File: config.mk
export PLATFORM = sky130hd
export DESIGN_NAME = mem_port_arbiter_flat
export DESIGN_NICKNAME = d
export VERILOG_FILES = /design/src/rtl/mem_port_arbiter_pkg.sv /design/src/rtl/mem_port_arbiter_if.sv /design/src/rtl/mem_port_arbiter_arb_rr2.sv /design/src/rtl/mem_port_arbiter.sv /design/src/flat_wrapper.sv
export SDC_FILE = /design/constraint.sdc
export NUM_CORES = 1
export LEC_CHECK = 0
export BUFFER_PORTS_ARGS = -buffer_cell sky130_fd_sc_hd__buf_2
export CAP_MARGIN = 20
export CORE_ASPECT_RATIO = 1.4
export CORE_MARGIN = 2
export CORE_UTILIZATION = 42
export CTS_BUF_LIST = sky130_fd_sc_hd__clkbuf_16
export DETAILED_ROUTE_END_ITERATION = 16
export GPL_TIMING_DRIVEN = 0
export PLACE_DENSITY = 0.83
export SLEW_MARGIN = 5
export SYNTH_ARGS = -nofsm -noshare
export SYNTH_HDL_FRONTEND = slang
export SYNTH_HIERARCHICAL = 1
export SYNTH_SLANG_ARGS = --single-unit
File: constraint.sdc
create_clock -name clk -period 1.9 [get_ports clk]
set_clock_uncertainty 0.2 [all_clocks]
set_input_delay 0.095 -clock clk [delete_from_list [all_inputs] [get_ports clk]]
set_output_delay 0.095 -clock clk [all_outputs]
set_load 0.02 [all_outputs]
File: src/rtl/mem_port_arbiter_pkg.sv
// rtl/mem_port_arbiter_pkg.sv - shared state encodings and owner ids for the memory port arbiter
package mem_port_arbiter_pkg;

  typedef enum logic [1:0] {
    ST_IDLE   = 2'd0,
    ST_ACCESS = 2'd1,
    ST_RESP   = 2'd2
  } state_e;

  localparam logic OWN_I = 1'b0;
  localparam logic OWN_D = 1'b1;

  localparam int CNT_W = 4;

endpackage

File: src/rtl/mem_port_arbiter_if.sv
// rtl/mem_port_arbiter_if.sv - fetch, load/store and memory signals shared by the arbiter and its users
interface mem_port_arbiter_if #(
  parameter int AW = 32,
  parameter int DW = 32
);
  logic          i_req;
  logic [AW-1:0] i_addr;
  logic [DW-1:0] i_rdata;
  logic          i_ack;

  logic          d_req;
  logic          d_we;
  logic [AW-1:0] d_addr;
  logic [DW-1:0] d_wdata;
  logic [DW-1:0] d_rdata;
  logic          d_ack;

  logic          m_en;
  logic          m_we;
  logic [AW-1:0] m_addr;
  logic [DW-1:0] m_wdata;
  logic [DW-1:0] m_rdata;

  logic          busy;

  modport slave (
    input  i_req, i_addr, d_req, d_we, d_addr, d_wdata, m_rdata,
    output i_rdata, i_ack, d_rdata, d_ack, m_en, m_we, m_addr, m_wdata, busy
  );

  modport master (
    output i_req, i_addr, d_req, d_we, d_addr, d_wdata, m_rdata,
    input  i_rdata, i_ack, d_rdata, d_ack, m_en, m_we, m_addr, m_wdata, busy
  );

endinterface

File: src/rtl/mem_port_arbiter_arb_rr2.sv
// rtl/mem_port_arbiter_arb_rr2.sv - combinational two-way round-robin picker (bit0 = I, bit1 = D)
module arb_rr2
  import mem_port_arbiter_pkg::*;
(
  input  logic [1:0] req,
  input  logic       last_win,
  output logic [1:0] grant
);

  always_comb begin
    grant = 2'b00;
    case (req)
      2'b01:   grant = 2'b01;
      2'b10:   grant = 2'b10;
      2'b11:   grant = (last_win == OWN_D) ? 2'b01 : 2'b10;
      default: grant = 2'b00;
    endcase
  end

endmodule

File: src/rtl/mem_port_arbiter.sv
// rtl/mem_port_arbiter.sv - shares one fixed-latency single-port memory between fetch and load/store paths
module mem_port_arbiter
  import mem_port_arbiter_pkg::*;
#(
  parameter int AW      = 32,
  parameter int DW      = 32,
  parameter int MEM_LAT = 2
) (
  input logic               clk,
  input logic               rst,
  mem_port_arbiter_if.slave bus
);

  if (MEM_LAT < 1 || MEM_LAT > 15) begin : g_bad_lat
    $error("mem_port_arbiter: MEM_LAT must be within 1..15");
  end

  state_e           state_q, state_d;
  logic [CNT_W-1:0] cnt_q, cnt_d;
  logic             owner_q, owner_d;
  logic             last_win_q, last_win_d;
  logic             we_q, we_d;
  logic             m_en_q, m_en_d;
  logic             m_we_q, m_we_d;
  logic [AW-1:0]    m_addr_q, m_addr_d;
  logic [DW-1:0]    m_wdata_q, m_wdata_d;
  logic             i_ack_q, i_ack_d;
  logic             d_ack_q, d_ack_d;
  logic [DW-1:0]    i_rdata_q, i_rdata_d;
  logic [DW-1:0]    d_rdata_q, d_rdata_d;
  logic             busy_q, busy_d;
  logic [1:0]       grant;

  arb_rr2 u_arb (
    .req      ({bus.d_req, bus.i_req}),
    .last_win (last_win_q),
    .grant    (grant)
  );

  always_comb begin
    state_d    = state_q;
    cnt_d      = cnt_q;
    owner_d    = owner_q;
    last_win_d = last_win_q;
    we_d       = we_q;
    m_en_d     = 1'b0;
    m_we_d     = 1'b0;
    m_addr_d   = m_addr_q;
    m_wdata_d  = m_wdata_q;
    i_ack_d    = 1'b0;
    d_ack_d    = 1'b0;
    i_rdata_d  = i_rdata_q;
    d_rdata_d  = d_rdata_q;

    case (state_q)
      ST_IDLE: begin
        if (grant[1]) begin
          owner_d   = OWN_D;
          m_addr_d  = bus.d_addr;
          m_wdata_d = bus.d_wdata;
          we_d      = bus.d_we;
        end else if (grant[0]) begin
          owner_d  = OWN_I;
          m_addr_d = bus.i_addr;
          we_d     = 1'b0;
        end
        if (|grant) begin
          last_win_d = grant[1];
          m_en_d     = 1'b1;
          m_we_d     = grant[1] & bus.d_we;
          cnt_d      = CNT_W'(MEM_LAT - 1);
          state_d    = ST_ACCESS;
        end
      end
      ST_ACCESS: begin
        if (cnt_q == '0) begin
          state_d = ST_RESP;
        end else begin
          cnt_d = cnt_q - 1'b1;
        end
      end
      ST_RESP: begin
        // Read data arrives MEM_LAT cycles after m_en, which is this cycle; writes keep old rdata.
        if (!we_q) begin
          if (owner_q == OWN_D) d_rdata_d = bus.m_rdata;
          else                  i_rdata_d = bus.m_rdata;
        end
        if (owner_q == OWN_D) d_ack_d = 1'b1;
        else                  i_ack_d = 1'b1;
        state_d = ST_IDLE;
      end
      default: state_d = ST_IDLE;
    endcase

    busy_d = (state_d != ST_IDLE);
  end

  always_ff @(posedge clk) begin
    if (rst) begin
      state_q    <= ST_IDLE;
      cnt_q      <= '0;
      owner_q    <= OWN_I;
      last_win_q <= OWN_I;
      we_q       <= 1'b0;
      m_en_q     <= 1'b0;
      m_we_q     <= 1'b0;
      m_addr_q   <= '0;
      m_wdata_q  <= '0;
      i_ack_q    <= 1'b0;
      d_ack_q    <= 1'b0;
      i_rdata_q  <= '0;
      d_rdata_q  <= '0;
      busy_q     <= 1'b0;
    end else begin
      state_q    <= state_d;
      cnt_q      <= cnt_d;
      owner_q    <= owner_d;
      last_win_q <= last_win_d;
      we_q       <= we_d;
      m_en_q     <= m_en_d;
      m_we_q     <= m_we_d;
      m_addr_q   <= m_addr_d;
      m_wdata_q  <= m_wdata_d;
      i_ack_q    <= i_ack_d;
      d_ack_q    <= d_ack_d;
      i_rdata_q  <= i_rdata_d;
      d_rdata_q  <= d_rdata_d;
      busy_q     <= busy_d;
    end
  end

  assign bus.m_en    = m_en_q;
  assign bus.m_we    = m_we_q;
  assign bus.m_addr  = m_addr_q;
  assign bus.m_wdata = m_wdata_q;
  assign bus.i_ack   = i_ack_q;
  assign bus.d_ack   = d_ack_q;
  assign bus.i_rdata = i_rdata_q;
  assign bus.d_rdata = d_rdata_q;
  assign bus.busy    = busy_q;

endmodule

File: src/flat_wrapper.sv
// flat-port wrapper written by rule: the top's interface ports become plain ports
module mem_port_arbiter_flat import mem_port_arbiter_pkg::*;
#(
  parameter int AW      = 32,
  parameter int DW      = 32,
  parameter int MEM_LAT = 2
)
  (clk, rst, bus_i_req, bus_i_addr, bus_d_req, bus_d_we, bus_d_addr, bus_d_wdata, bus_m_rdata, bus_i_rdata, bus_i_ack, bus_d_rdata, bus_d_ack, bus_m_en, bus_m_we, bus_m_addr, bus_m_wdata, bus_busy);
  mem_port_arbiter_if #(.AW(AW), .DW(DW)) bus_i ();
  input logic clk;
  input logic rst;
  input wire logic [$bits(bus_i.i_req)-1:0] bus_i_req;
  input wire logic [$bits(bus_i.i_addr)-1:0] bus_i_addr;
  input wire logic [$bits(bus_i.d_req)-1:0] bus_d_req;
  input wire logic [$bits(bus_i.d_we)-1:0] bus_d_we;
  input wire logic [$bits(bus_i.d_addr)-1:0] bus_d_addr;
  input wire logic [$bits(bus_i.d_wdata)-1:0] bus_d_wdata;
  input wire logic [$bits(bus_i.m_rdata)-1:0] bus_m_rdata;
  output wire logic [$bits(bus_i.i_rdata)-1:0] bus_i_rdata;
  output wire logic [$bits(bus_i.i_ack)-1:0] bus_i_ack;
  output wire logic [$bits(bus_i.d_rdata)-1:0] bus_d_rdata;
  output wire logic [$bits(bus_i.d_ack)-1:0] bus_d_ack;
  output wire logic [$bits(bus_i.m_en)-1:0] bus_m_en;
  output wire logic [$bits(bus_i.m_we)-1:0] bus_m_we;
  output wire logic [$bits(bus_i.m_addr)-1:0] bus_m_addr;
  output wire logic [$bits(bus_i.m_wdata)-1:0] bus_m_wdata;
  output wire logic [$bits(bus_i.busy)-1:0] bus_busy;
  assign bus_i.i_req = bus_i_req;
  assign bus_i.i_addr = bus_i_addr;
  assign bus_i.d_req = bus_d_req;
  assign bus_i.d_we = bus_d_we;
  assign bus_i.d_addr = bus_d_addr;
  assign bus_i.d_wdata = bus_d_wdata;
  assign bus_i.m_rdata = bus_m_rdata;
  assign bus_i_rdata = bus_i.i_rdata;
  assign bus_i_ack = bus_i.i_ack;
  assign bus_d_rdata = bus_i.d_rdata;
  assign bus_d_ack = bus_i.d_ack;
  assign bus_m_en = bus_i.m_en;
  assign bus_m_we = bus_i.m_we;
  assign bus_m_addr = bus_i.m_addr;
  assign bus_m_wdata = bus_i.m_wdata;
  assign bus_busy = bus_i.busy;
  mem_port_arbiter #(.AW(AW), .DW(DW), .MEM_LAT(MEM_LAT)) u_core (.clk(clk), .rst(rst), .bus(bus_i));
endmodule
# Word-level counts from Yosys, hierarchy flattened
# Index checks and enable logic that the tools add are counted.
# totals
input_bits	133
wordCells	59
ff_bits	142
# classes
addsub	1
n_mux	16
eq_ne	7
n_bitwise	6
reduce_logical	15
# ops
cell	n
$mux 32	2
$reduce_and 3->1	3
$mux 4	2
$pmux 4 s2	1
$eq 2x2->1 const B	3
$mux 1	6
$mux 2	3
$pmux 2 s3	1
$reduce_and 2->1	3
$reduce_bool 2->1	3
$reduce_or 2->1	3
$not 1->1	5
$eq 2x1->1 const B	2
$logic_not 4->1	1
$pmux 2 s2	1
$sub 4x1->4 const B	1
$reduce_or 3->1	1
$logic_not 2->1	1
$ne 2x1->1 const B	1
$ne 2x2->1 const B	1
$and 1x1->1	1

# Depth between registers and ports, before layout
# Gate-level depths: netlist of run 1.
# depth
word_depth	6
depth_mapped	8

# By module
# The synthesis of run 1 kept the hierarchy.
# modules_own_cells
module	area_per_inst_um2	cells_each	instances
mem_port_arbiter	5507.8	589	1
arb_rr2	18.8	3	1

# Worst setup path before layout of run 1
# Ideal clock, no wire load.
# synth_path
kind	register -> register
from	register u_core/owner_q (netlist name)
to	register u_core.m_addr_q[13] (netlist: u_core/bus.m_addr[13])
t_arrival_ns	1.594
setup_ns	0.081
n_path_buf	4
required_ns	1.619
setup_slack_ns	0.025
stages_incl_launch_ff	9
cell_sequence	dfxtp_1 a21boi_0 buf_6 or2_1 buf_2 and2_4 buf_6 buf_6 a211oi_2
# synth_lines
element	line	rtl
end signal: assignment	mem_port_arbiter.sv:122	m_addr_q <= m_addr_d;
end: declaration	mem_port_arbiter.sv:25	logic [AW-1:0] m_addr_q, m_addr_d;

# Worst setup path in the final report of run 1
# layout_path
from	register u_core.owner_q
to	register u_core.i_rdata_q[27] (netlist: u_core/bus.i_rdata[27])
# layout_between
elab_chain_len	2
# layout_lines
element	line	rtl
start: declaration	mem_port_arbiter.sv:20	logic owner_q, owner_d;
start signal: assignment	mem_port_arbiter.sv:117	owner_q <= owner_d;
$not 1->1 (no line)	n/a	
$reduce_and 3->1 (no line)	n/a	
end signal: assignment	mem_port_arbiter.sv:126	i_rdata_q <= i_rdata_d;
end: declaration	mem_port_arbiter.sv:29	logic [DW-1:0] i_rdata_q, i_rdata_d;
# Every way passes these cells.
# A chain may end at the register's enable or synchronous reset.

==> results of run 1 <==
## flip-flops by register name (all words and copies together), names as in the netlist, 2 cells and up
signal / cells
u_core/bus.d_rdata: 32
u_core/bus.i_rdata: 32
u_core/bus.m_addr: 32
u_core/bus.m_wdata: 32
u_core/cnt_q: 4
u_core/state_q: 2
## cells by family after synthesis
| logic type | count (synthesis) | share of synthesized area (%) |
|---|---|---|
| simple gates | 185 | 14.0 |
| compound gates | 143 | 17.7 |
| flops | 141 | 51.1 |
| mux | 64 | 11.6 |
| buf+inv | 57 | 5.12 |
| fa+ha+maj | 2 | 0.453 |
## layout make-up
| type | count | area [um2] | area share (%) |
|---|---|---|---|
| diodes | 1 | 2.50 | 0.0276 |
| multi-input cells | 394 | 2440 | 27.0 |
| repair buffers | 399 | 2690 | 29.7 |
| inverters | 5 | 18.8 | 0.207 |
| well taps | 153 | 191 | 2.11 |
| clock buffers | 17 | 425 | 4.70 |
| plain buffers | 51 | 318 | 3.51 |
| flip-flops and latches | 141 | 2830 | 31.2 |
| clock inverters | 15 | 139 | 1.53 |
## report_power, final
| part | switching, uW | leakage [uW] | internal (uW) |
|---|---|---|---|
| logic | 1090 | 0.00272 | 878 |
| registers | 121 | 0.00115 | 3190 |
| clock network | 1350 | 0.000262 | 1820 |
| total | 2550 | 0.00413 | 5890 |
## stage by stage
stage	total power, uW	setup slack [ns]
2_1_floorplan	4420	0.0251
3_3_place_gp	4930	-0.211
3_5_place_dp	4970	-0.251
4_1_cts	8380	0.00844
5_1_grt	8780	0.00118
6_report	8440	0.0407
## cell usage after synthesis (all sizes together), types with 2 or more instances
| library cell | n | area [um2] |
|---|---|---|
| dfxtp | 141 | 2820 |
| nand2 | 131 | 492 |
| a21oi | 99 | 495 |
| mux2i | 64 | 641 |
| nor2 | 37 | 141 |
| a211oi | 34 | 405 |
| clkbuf | 27 | 101 |
| buf | 25 | 163 |
| inv | 5 | 18.8 |
| a21boi | 3 | 22.5 |
| nor4b | 3 | 32.5 |
| ha | 2 | 25.0 |
| nor2b | 2 | 12.5 |
| nor4bb | 2 | 20.0 |
## metal layers
layer | wire length (um) | global-route usage (%)
met3 | 1140 | 6.43
met4 | 857 | 15.1
met2 | 10400 | 48.7
met5 | 0 | 0
met1 | 6970 | 26.6
## tightest hold or removal path, delay by kind of cell
kind / cells / cell delay (ns)
AOI/OAI and AO/OA: 3 / 0.41
buffers and inverters: 1 / 0.09
## what timing repair did
item                                    CTS  global route
setup buffers                             3             1
gates resized for setup                  11            34
cloned                                    0             1
hold buffers                            130             0
hold endpoints to repair                131             0
endpoints found under the setup margin   66           103
pin swaps                                 0             2
## worst min-delay path by stage
stage	start	end	slack, ns	depth (start not counted)
after floorplan	bus_m_rdata[0]	u_core/bus.i_rdata[0]$_SDFFE_PP0P_	0.03	2
after global placement	bus_d_wdata[28]	u_core/bus.m_wdata[28]$_SDFFE_PP0P_	0.13	3
after detailed placement	bus_d_wdata[13]	u_core/bus.m_wdata[13]$_SDFFE_PP0P_	0.14	3
after CTS	bus_i_req	u_core/owner_q$_SDFFE_PP0N_	0.04	4
after global routing	bus_i_req	u_core/owner_q$_SDFFE_PP0N_	0.11	4
final	bus_i_req	u_core/owner_q$_SDFFE_PP0N_	0.05	4
==> results.md, run 1 <==
- Most used flip-flop cell after synthesis: sky130_fd_sc_hd__dfxtp_1
- Measured slew at the worst slew-check pin: 0.749 ns
- Cell at the slowest stage of the critical path: sky130_fd_sc_hd__or4b_1
- Number of failing hold endpoints at the final stage: 0
- CP endpoint kind: flop
- Total of buffers placed on input and output ports: 264
- Die outline area: 14100 um2
- Pin count of the biggest net entering global routing: 17
- Overflow left after global routing: 0
- Die span in y: 140 um
- Via count of the routed design: 5995
- Critical path origin: u_core/owner_q$_SDFFE_PP0N_
- Layout Nets: 1144
- Number of clock sinks seen by CTS: 141
- CTS tree: yes
- Maximum vdd drop: 536 uV
- Yosys warning total: 6
- Clock-pin slew on the worst setup and hold paths: 0.06 ns
- Number of violations reported at the end of detailed-routing iteration 0: 199
- # Max-Cap Violations: 0
- Placed Cells incl. Taps: 1009
- Commonest non-fill, non-tap cells in the layout: sky130_fd_sc_hd__buf_2 (276), sky130_fd_sc_hd__dfxtp_1 (140), sky130_fd_sc_hd__nand2_1 (131)
- Final period util: 97.9%
- Number of fillers in the final layout: 911
- Post-route cell area: 9060 um2
- Run status: finished, final reports clean
- Routability congestion estimate from global placement: 0.799
- Startpoint-to-endpoint class of the critical path: flop to flop
- Origin of the critical flop-to-flop path: u_core/owner_q$_SDFFE_PP0N_
- Reg-to-reg setup timing slack: 0.04 ns
- Root buffer cell: sky130_fd_sc_hd__clkbuf_16
- Worst Path Required: 1.95 ns
- Count of buffer and inverter cells on the critical path: 3
- Layout cell share with drive strength beyond 1: 36.3%
- Area inside the core boundary: 12900 um2
- I/O pins: 266
- Std-Cell Rows: 49
- Routed WL: 19.4 mm
- Total GRT Usage: 26.6%
- Worst-case hold slack: 0.0487 ns
- Initial core utilization: 42.9%
- Mean post-synth cell area: 9.34 um2
- Detailed-route wire length per cell: 16.5 um
- Hold Crit Class: primary input to flop
- Final core occ: 70.3%
- Insertion delay to the later sink of the worst-skew pair: 0.40 ns
- Placed standard-cell area: 7040 um2
- Delay of the slowest cell on the worst path: 0.50 ns
- Slew Viols, Final: 0
- Leading cell type in the layout, fill and taps excluded: sky130_fd_sc_hd__buf_2
- Area added between synthesis and finish: 63.9%
- Sequential-to-total area share from yosys stat: 51.1%
- Number of standard cells after synthesis: 592
- Crit path to: u_core/bus.i_rdata[27]$_SDFFE_PP0P_
- Async set or reset register ratio after synthesis: 0%
- Arrival @ worst endpoint: 1.91 ns
- Relative slew slack: 50.0%
- Number of unique standard cell types used by synthesis: 38
- Antenna violations before repair: 1
- Total negative slack: 0 ns
- Number of nets still failing antenna checks after routing: 0
- Max Clock Freq: 538 MHz
- Number of buffers between clock root and the deepest sink: 2
- First-pass GRT wire length: 29.8 mm
- Area of the mapped netlist: 5530 um2
- Maximum fanout count along the critical path: 10
- Synthesized netlist net count: 727
- H-Tree Level Count: 4
- Count of final setup violators: 0
- Register-to-Register Path Depth: 6
- Final critical delay including setup and external delays: 1.86 ns
- Number of global-route vias before repair: 6272
- Crit-path cells: buf_6 -> or4b_1 -> clkbuf_1 -> buf_4 -> nand2_1 -> a21oi_1
- Cell count along the critical path: 6
- Via density per instance: 5.10
- Non-filler instance count after layout: 1176
- PwrDens: 932 nW/um2
- Synthesis-stage register bit count: 141
- Leakage dissipation: 0.00413 uW
- Number of DRC violations after detailed routing: 0
- Unrepaired setup endpoints after global routing: false
- Family with the most delay on the worst path: simple AND/OR/NAND/NOR gates
- Width of the die: 101 um
- Final HPWL DP: 11.5 mm
- Worst Setup Start Kind: flop
- EDFF count, synth: 0
- Number of iterations in the first detailed-routing pass: 4
- Worst reg2reg endpoint: u_core/bus.i_rdata[27]$_SDFFE_PP0P_
- Total CTS buffers: 17
(Power assumes the default switching activity.)
==> run 2: changes to the inputs <==
Settings changed: BUFFER_PORTS_ARGS -buffer_cell sky130_fd_sc_hd__buf_2 to -buffer_cell sky130_fd_sc_hd__clkbuf_2.
==> run 2 against run 1 <==
Against the previous run:
- routed wire length grew 2.6%
- die area stayed put
- final cell count did not move
- total power is 2.8% higher
- register-to-register slack gained 0.02 ns
- combinational power about the same
- clock-buffer cell count unchanged
- critical path depth unchanged
==> results.md, run 2 (synthesized netlist as in run 1, its figures left out) <==
- Min-Delay Endpoint: u_core/owner_q$_SDFFE_PP0N_ (unchanged)
- Final core occ: 70.7% (was 70.3%)
- Power consumption: 8680 uW (was 8440 uW)
- First-pass GRT wire length: 30.7 mm (was 29.8 mm)
- Width of the die: 101 um (unchanged)
- Final HPWL DP: 11.6 mm (was 11.5 mm)
- Measured slew at the worst slew-check pin: 0.734 ns (was 0.749 ns)
- Worst Path Required: 2.02 ns (was 1.95 ns)
- Insertion delay to the later sink of the worst-skew pair: 0.40 ns (about the same)
- Leakage dissipation: 0.00410 uW (was 0.00413 uW)
- Register-to-Register Path Depth: 6 (unchanged)
- CP endpoint kind: flop (unchanged)
- Die outline area: 14100 um2 (unchanged)
- Worst Hold Depth: 4 (unchanged)
- Number of iterations in the first detailed-routing pass: 5 (was 4)
- Origin of the critical flop-to-flop path: u_core/state_q[1]$_SDFF_PP0_ (was u_core/owner_q$_SDFFE_PP0N_)
- Number of violations reported at the end of detailed-routing iteration 0: 248 (was 199)
- Relative slew slack: 51.1% (was 50.0%)
- Number of failing hold endpoints at the final stage: 0 (unchanged)
- Via count of the routed design: 6077 (was 5995)
- Area added between synthesis and finish: 64.7% (was 63.9%)
- Count of inserted antenna diode cells: 0 (was 1)
- Routability congestion estimate from global placement: 0.803 (was 0.799)
- CTS tree: yes (unchanged)
- # Max-Cap Violations: 0 (unchanged)
- Startpoint-to-endpoint class of the critical path: flop to flop (unchanged)
- Commonest non-fill, non-tap cells in the layout: sky130_fd_sc_hd__clkbuf_2 (270), sky130_fd_sc_hd__dfxtp_1 (140), sky130_fd_sc_hd__nand2_1 (131) (was sky130_fd_sc_hd__buf_2 (276), sky130_fd_sc_hd__dfxtp_1 (140), sky130_fd_sc_hd__nand2_1 (131))
- Antenna violations before repair: 0 (was 1)
- Total GRT Usage: 27.4% (was 26.6%)
- Number of DRC violations after detailed routing: 0 (unchanged)
- Maximum fanout count along the critical path: 10 (unchanged)
- Pin count of the biggest net entering global routing: 17 (unchanged)
- Total negative slack: 0 ns (unchanged)
- Number of global-route vias before repair: 6451 (was 6272)
- Reg-to-reg setup timing slack: 0.07 ns (was 0.04 ns)
- Worst Setup Start Kind: flop (unchanged)
- Max Clock Freq: 545 MHz (was 538 MHz)
- Worst Hold Launch: bus_i_req (unchanged)
- Post-route cell area: 9100 um2 (was 9060 um2)
- Total CTS buffers: 17 (unchanged)
- Number of fillers in the final layout: 939 (was 911)
- Number of buffers between clock root and the deepest sink: 2 (unchanged)
- Number of clock sinks seen by CTS: 141 (unchanged)
- Area inside the core boundary: 12900 um2 (unchanged)
- Final critical delay including setup and external delays: 1.83 ns (was 1.86 ns)
- I/O pins: 266 (unchanged)
- Placed standard-cell area: 7040 um2 (unchanged)
- Layout Nets: 1145 (was 1144)
- Arrival @ worst endpoint: 1.95 ns (was 1.91 ns)
- Root buffer cell: sky130_fd_sc_hd__clkbuf_16 (unchanged)
- Maximum vdd drop: 565 uV (was 536 uV)
- Count of final setup violators: 0 (unchanged)
- Non-filler instance count after layout: 1176 (unchanged)
- Worst reg2reg endpoint: u_core/bus.d_rdata[10]$_SDFFE_PP0P_ (was u_core/bus.i_rdata[27]$_SDFFE_PP0P_)
- PwrDens: 953 nW/um2 (was 932 nW/um2)
- Run status: finished, final reports clean (unchanged)
- Placed Cells incl. Taps: 1009 (unchanged)
- H-Tree Level Count: 4 (unchanged)
- Initial core utilization: 42.9% (unchanged)
- Die span in y: 140 um (unchanged)
- Number of nets still failing antenna checks after routing: 0 (unchanged)
- Detailed-route wire length per cell: 16.9 um (was 16.5 um)
- Clock-pin slew on the worst setup and hold paths: 0.06 ns (about the same)
- Layout cell share with drive strength beyond 1: 36.7% (was 36.3%)
- Via density per instance: 5.17 (was 5.10)
- Leading cell type in the layout, fill and taps excluded: sky130_fd_sc_hd__clkbuf_2 (was sky130_fd_sc_hd__buf_2)
- Final period util: 96.6% (was 97.9%)
- Overflow left after global routing: 0 (unchanged)
- Routed WL: 19.9 mm (was 19.4 mm)
- Total of buffers placed on input and output ports: 264 (unchanged)
- Slew Viols, Final: 0 (unchanged)
- Std-Cell Rows: 49 (unchanged)
- Hold Crit Class: primary input to flop (unchanged)
-- run 2: metrics by stage --
| stage | worst slack [ns] | hold slack (ns) |
|---|---|---|
| floorplan | 0.0251 | 0.0310 |
| global placement | -0.210 | 0.128 |
| detailed placement | -0.253 | 0.136 |
| CTS | 0.0131 | 0.0282 |
| global route | -0.0350 | 0.0764 |
| finish | 0.0650 | 0.0681 |
-- run 2: what timing repair did --
action                                  4_1_cts  5_1_grt
setup buffers                                 3        3
pin swaps                                     0        2
gates resized for setup                      13       29
hold buffers                                130        1
endpoints found under the setup margin       66      108
cloned                                        0        1
hold endpoints to repair                    131        1
-- run 2: worst max-delay path by stage --
stage                                 startpoint                                   to  slack (ns)  cells past startpoint
finish              u_core/state_q[1]$_SDFF_PP0_  u_core/bus.d_rdata[10]$_SDFFE_PP0P_        0.07                      6
global route        u_core/state_q[1]$_SDFF_PP0_  u_core/bus.d_rdata[16]$_SDFFE_PP0P_       -0.04                      6
CTS                  u_core/owner_q$_SDFFE_PP0N_   u_core/bus.m_wdata[4]$_SDFFE_PP0P_        0.01                      7
detailed placement   u_core/owner_q$_SDFFE_PP0N_    u_core/bus.m_addr[3]$_SDFFE_PP0N_       -0.25                      7
global placement     u_core/owner_q$_SDFFE_PP0N_   u_core/bus.m_addr[15]$_SDFFE_PP0N_       -0.21                      7
floorplan            u_core/owner_q$_SDFFE_PP0N_   u_core/bus.m_addr[13]$_SDFFE_PP0N_        0.03                      8
-- run 2: area by class of cell --
| type | count | area [um2] | share of cell area [%] |
|---|---|---|---|
| clock buffer | 17 | 425 | 4.67 |
| inverter | 5 | 18.8 | 0.206 |
| clock inverter | 15 | 176 | 1.94 |
| tap | 153 | 191 | 2.10 |
| timing repair buffer | 401 | 2690 | 29.6 |
| sequential | 141 | 2830 | 31.1 |
| buffer | 50 | 303 | 3.33 |
| multi-input combinational | 394 | 2470 | 27.1 |
-- run 2: worst max-delay path, cell delays in order, from the launching register on --
cell and delay, ns:
sky130_fd_sc_hd__dfxtp_1 0.30, sky130_fd_sc_hd__buf_2 0.22, sky130_fd_sc_hd__nor4bb_1 0.33, sky130_fd_sc_hd__clkbuf_2 0.21
sky130_fd_sc_hd__clkbuf_4 0.22, sky130_fd_sc_hd__nand2_1 0.08, sky130_fd_sc_hd__a21oi_1 0.20
-- run 2: routing by layer --
metal,wire length (um),up-vias,GRT usage (%)
met1,7020,2815,25.9
met2,10600,302,50.0
met5,0,-,0
met4,1090,0,18.0
met3,1230,91,7.79
li1,-,2869,-
-- run 2: report_power, final --
part           total [uW]  internal, uW  switching, uW
Clock                3390          1990           1400
Combinational        1970           869           1100
Sequential           3320          3190            132
Total                8680          6040           2630
==> run 3: changes to the inputs <==
Settings changed: BUFFER_PORTS_ARGS -buffer_cell sky130_fd_sc_hd__clkbuf_2 to default, CORE_ASPECT_RATIO 1.4 to default, CORE_UTILIZATION 42 to 56, DONT_BUFFER_PORTS from default to 1, PLACE_DENSITY 0.83 to 0.8, REMOVE_ABC_BUFFERS from default to 1.
==> run 3 against run 2 <==
Against the previous run:
- the flow now finishes with violations (negative hold slack)
- routed wire length down 28%
- die area down 24%
- sequential power rose by 9.9%
- register-to-register slack improved by 0.04 ns
- fmax up 2.0%
- clock power is 4% higher
- non-clock buffer count decreased by 420
- combinational power fell by 48%
- global-route usage shrank 2.0 points
- core utilization decreased by 3.2 points
- flip-flop and latch count unchanged
- largest power group is now sequential cells
- highest routed layer unchanged
==> results.md, run 3 (synthesized netlist as in run 1, its figures left out) <==
- Run status: finished, violations left (was finished, final reports clean)
- Violated checks: negative hold slack
- Total negative slack: 0 ns (unchanged)
- Layout Nets: 727 (was 1145)
- Worst Setup Start Kind: flop (unchanged)
- Worst Path Required: 1.99 ns (was 2.02 ns)
- Final period util: 94.6% (was 96.6%)
- Critical path origin: u_core/owner_q$_SDFFE_PP0N_ (was u_core/state_q[1]$_SDFF_PP0_)
- Number of clock sinks seen by CTS: 141 (unchanged)
- Area inside the core boundary: 9680 um2 (was 12900 um2)
- Detailed-route wire length per cell: 19.5 um (was 16.9 um)
- Routed WL: 14.4 mm (was 19.9 mm)
- Root buffer cell: sky130_fd_sc_hd__clkbuf_16 (unchanged)
- Final critical delay including setup and external delays: 1.80 ns (was 1.83 ns)
- Arrival @ worst endpoint: 1.89 ns (was 1.95 ns)
- Final HPWL DP: 9.30 mm (was 11.6 mm)
- Clock-pin slew on the worst setup and hold paths: 0.06 ns (about the same)
- Routability congestion estimate from global placement: 0.741 (was 0.803)
- Register-to-Register Path Depth: 6 (unchanged)
- Count of buffer and inverter cells on the critical path: 2 (was 3)
- Reg-to-reg setup timing slack: 0.10 ns (was 0.07 ns)
- Number of global-route vias before repair: 4166 (was 6451)
- Slew Viols, Final: 0 (unchanged)
- Commonest non-fill, non-tap cells in the layout: sky130_fd_sc_hd__dfxtp_1 (138), sky130_fd_sc_hd__nand2_1 (131), sky130_fd_sc_hd__a21oi_1 (99) (was sky130_fd_sc_hd__clkbuf_2 (270), sky130_fd_sc_hd__dfxtp_1 (140), sky130_fd_sc_hd__nand2_1 (131))
- Count of final setup violators: 0 (unchanged)
- Measured slew at the worst slew-check pin: 0.346 ns (was 0.734 ns)
- Max Clock Freq: 556 MHz (was 545 MHz)
- Final worst-path setup slack: 0.102 ns (was 0.0650 ns)
- Total area of multi-input combinational cells: 2500 um2 (was 2470 um2)
- Initial core utilization: 57.1% (was 42.9%)
- Crit path to: u_core/bus.m_wdata[31]$_SDFFE_PP0P_ (was u_core/bus.d_rdata[10]$_SDFFE_PP0P_)
- Maximum fanout count along the critical path: 10 (unchanged)
- Total CTS buffers: 17 (unchanged)
- PwrDens: 1260 nW/um2 (was 953 nW/um2)
- Number of hold-repair buffers added at the cts stage: 5 (was 130)
- Worst-case hold slack: -0.446 ns (was 0.0681 ns)
- Number of violations reported at the end of detailed-routing iteration 0: 223 (was 248)
- I/O pins: 266 (unchanged)
- Via count of the routed design: 4265 (was 6077)
- Number of DRC violations after detailed routing: 0 (unchanged)
- Pin count of the biggest net entering global routing: 142 (was 17)
- Number of buffers between clock root and the deepest sink: 2 (unchanged)
- Worst reg2reg endpoint: u_core/bus.m_wdata[31]$_SDFFE_PP0P_ (was u_core/bus.d_rdata[10]$_SDFFE_PP0P_)
- Family with the most delay on the worst path: flip-flops (was buffers and inverters)
- Maximum vdd drop: 647 uV (was 565 uV)
- Relative slew slack: 76.3% (was 51.1%)
- CP endpoint kind: flop (unchanged)
- Origin of the critical flop-to-flop path: u_core/owner_q$_SDFFE_PP0N_ (was u_core/state_q[1]$_SDFF_PP0_)
- Delay of the slowest cell on the worst path: 0.39 ns (was 0.33 ns)
- Antenna violations before repair: 0 (unchanged)
- Number of iterations in the first detailed-routing pass: 7 (was 5)
- First-pass GRT wire length: 20.6 mm (was 30.7 mm)
- Unrepaired setup endpoints after global routing: false
- Leakage dissipation: 0.00242 uW (was 0.00410 uW)
- Cell count along the critical path: 6 (unchanged)
- Cell at the slowest stage of the critical path: sky130_fd_sc_hd__dfxtp_4 (was sky130_fd_sc_hd__nor4bb_1)
- Area added between synthesis and finish: 18.3% (was 64.7%)
- Std-Cell Rows: 36 (was 49)
- Startpoint-to-endpoint class of the critical path: flop to flop (unchanged)
- Number of nets still failing antenna checks after routing: 0 (unchanged)
- Leading cell type in the layout, fill and taps excluded: sky130_fd_sc_hd__dfxtp_1 (was sky130_fd_sc_hd__clkbuf_2)
- Via density per instance: 5.78 (was 5.17)
- Crit-path cells: a21boi_4 -> nor3b_4 -> buf_12 -> buf_6 -> mux2i_1 -> nor2_1 (was buf_2 -> nor4bb_1 -> clkbuf_2 -> clkbuf_4 -> nand2_1 -> a21oi_1)
- Number of fillers in the final layout: 735 (was 939)
- Count of inserted antenna diode cells: 0 (unchanged)
- Insertion delay to the later sink of the worst-skew pair: 0.40 ns (about the same)
- Hold Crit Class: primary input to flop (unchanged)
- H-Tree Level Count: 4 (unchanged)
- Total GRT Usage: 25.4% (was 27.4%)
- Layout cell share with drive strength beyond 1: 17.0% (was 36.7%)
- Total of buffers placed on input and output ports: 0 (was 264)
- Pre-CTS setup slack: -1.10 ns (was -0.253 ns)
- # Max-Cap Violations: 0 (unchanged)
- Die span in y: 103 um (was 140 um)
- Footprint of the flip-flops and latches: 2830 um2 (about the same)
- Number of failing hold endpoints at the final stage: 138 (was 0)
- Width of the die: 103 um (was 101 um)
- CTS tree: yes (unchanged)
- Overflow left after global routing: 0 (unchanged)
- Die outline area: 10700 um2 (was 14100 um2)
-- run 3: changes by cell type in the layout (fill, tap and decap cells not counted), moves of 6 or more --
cell	before	now
sky130_fd_sc_hd__clkbuf_2	270	0
sky130_fd_sc_hd__dlygate4sd3_1	130	5
sky130_fd_sc_hd__buf_12	1	7
sky130_fd_sc_hd__clkbuf_1	17	0
sky130_fd_sc_hd__buf_2	13	0
-- run 3: per-stage QoR --
| step | power (uW) | utilization [%] | instance area, um2 | std cells | hold slack [ns] |
|---|---|---|---|---|---|
| 6_report | 8200 | 67.5 | 6540 | 738 | -0.446 |
| 2_1_floorplan | 4330 | - | 5260 | 540 | -0.0404 |
| 3_3_place_gp | 4500 | 56.1 | 5430 | 673 | -0.0316 |
| 3_5_place_dp | 4560 | 58.1 | 5630 | 684 | -0.0312 |
| 4_1_cts | 8230 | 67.0 | 6490 | 733 | -0.474 |
| 5_1_grt | 8510 | 67.5 | 6540 | 738 | -0.473 |
-- run 3: worst min path at each step --
stage	cells past startpoint	start	end	slack [ns]
final	1	rst	u_core/bus.m_addr[18]$_SDFFE_PP0N_	-0.45
after global routing	1	rst	u_core/bus.m_addr[18]$_SDFFE_PP0N_	-0.47
after CTS	1	rst	u_core/bus.m_addr[13]$_SDFFE_PP0N_	-0.47
after detailed placement	1	rst	u_core/bus.m_addr[5]$_SDFFE_PP0N_	-0.03
after global placement	1	rst	u_core/bus.m_addr[18]$_SDFFE_PP0N_	-0.03
after floorplan	1	rst	u_core/bus.m_addr[10]$_SDFFE_PP0N_	-0.04
-- run 3: power by group --
| part | total [uW] | internal, uW | switching (uW) |
|---|---|---|---|
| clock network | 3520 | 2220 | 1300 |
| logic | 1030 | 500 | 534 |
| registers | 3650 | 3190 | 458 |
| total | 8200 | 5910 | 2290 |
-- run 3: repair_timing --
| item | 4_1_cts | 5_1_grt |
|---|---|---|
| endpoints found under the setup margin | 106 | 44 |
| pin swaps | 4 | 2 |
| gates resized for setup | 13 | 3 |
| hold endpoints to repair | 141 | 138 |
| gates cloned | 2 | 0 |
| setup buffers | 11 | 5 |
-- run 3: final cells by class --
type / instances / area share, %
well taps: 133 / 2.55
multi-input cells: 396 / 38.3
clock inverters: 15 / 3.22
repair buffers: 31 / 5.80
clock buffers: 17 / 6.51
inverters: 5 / 0.287
flip-flops and latches: 141 / 43.3
-- run 3: worst reg2reg max path: stages (launching register included) --
cell                       delay, ns
sky130_fd_sc_hd__dfxtp_4        0.39
sky130_fd_sc_hd__a21boi_4       0.21
sky130_fd_sc_hd__nor3b_4        0.29
sky130_fd_sc_hd__buf_12         0.15
sky130_fd_sc_hd__buf_6          0.16
sky130_fd_sc_hd__mux2i_1        0.22
sky130_fd_sc_hd__nor2_1         0.06
-- run 3: layer usage --
metal	share of wire (%)	GRT usage [%]	up-vias
met5	0	0	-
met4	2.6	12.8	0
met3	9.2	10.0	27
met2	52	44.5	219
met1	36	26.3	1993
li1	-	-	2026
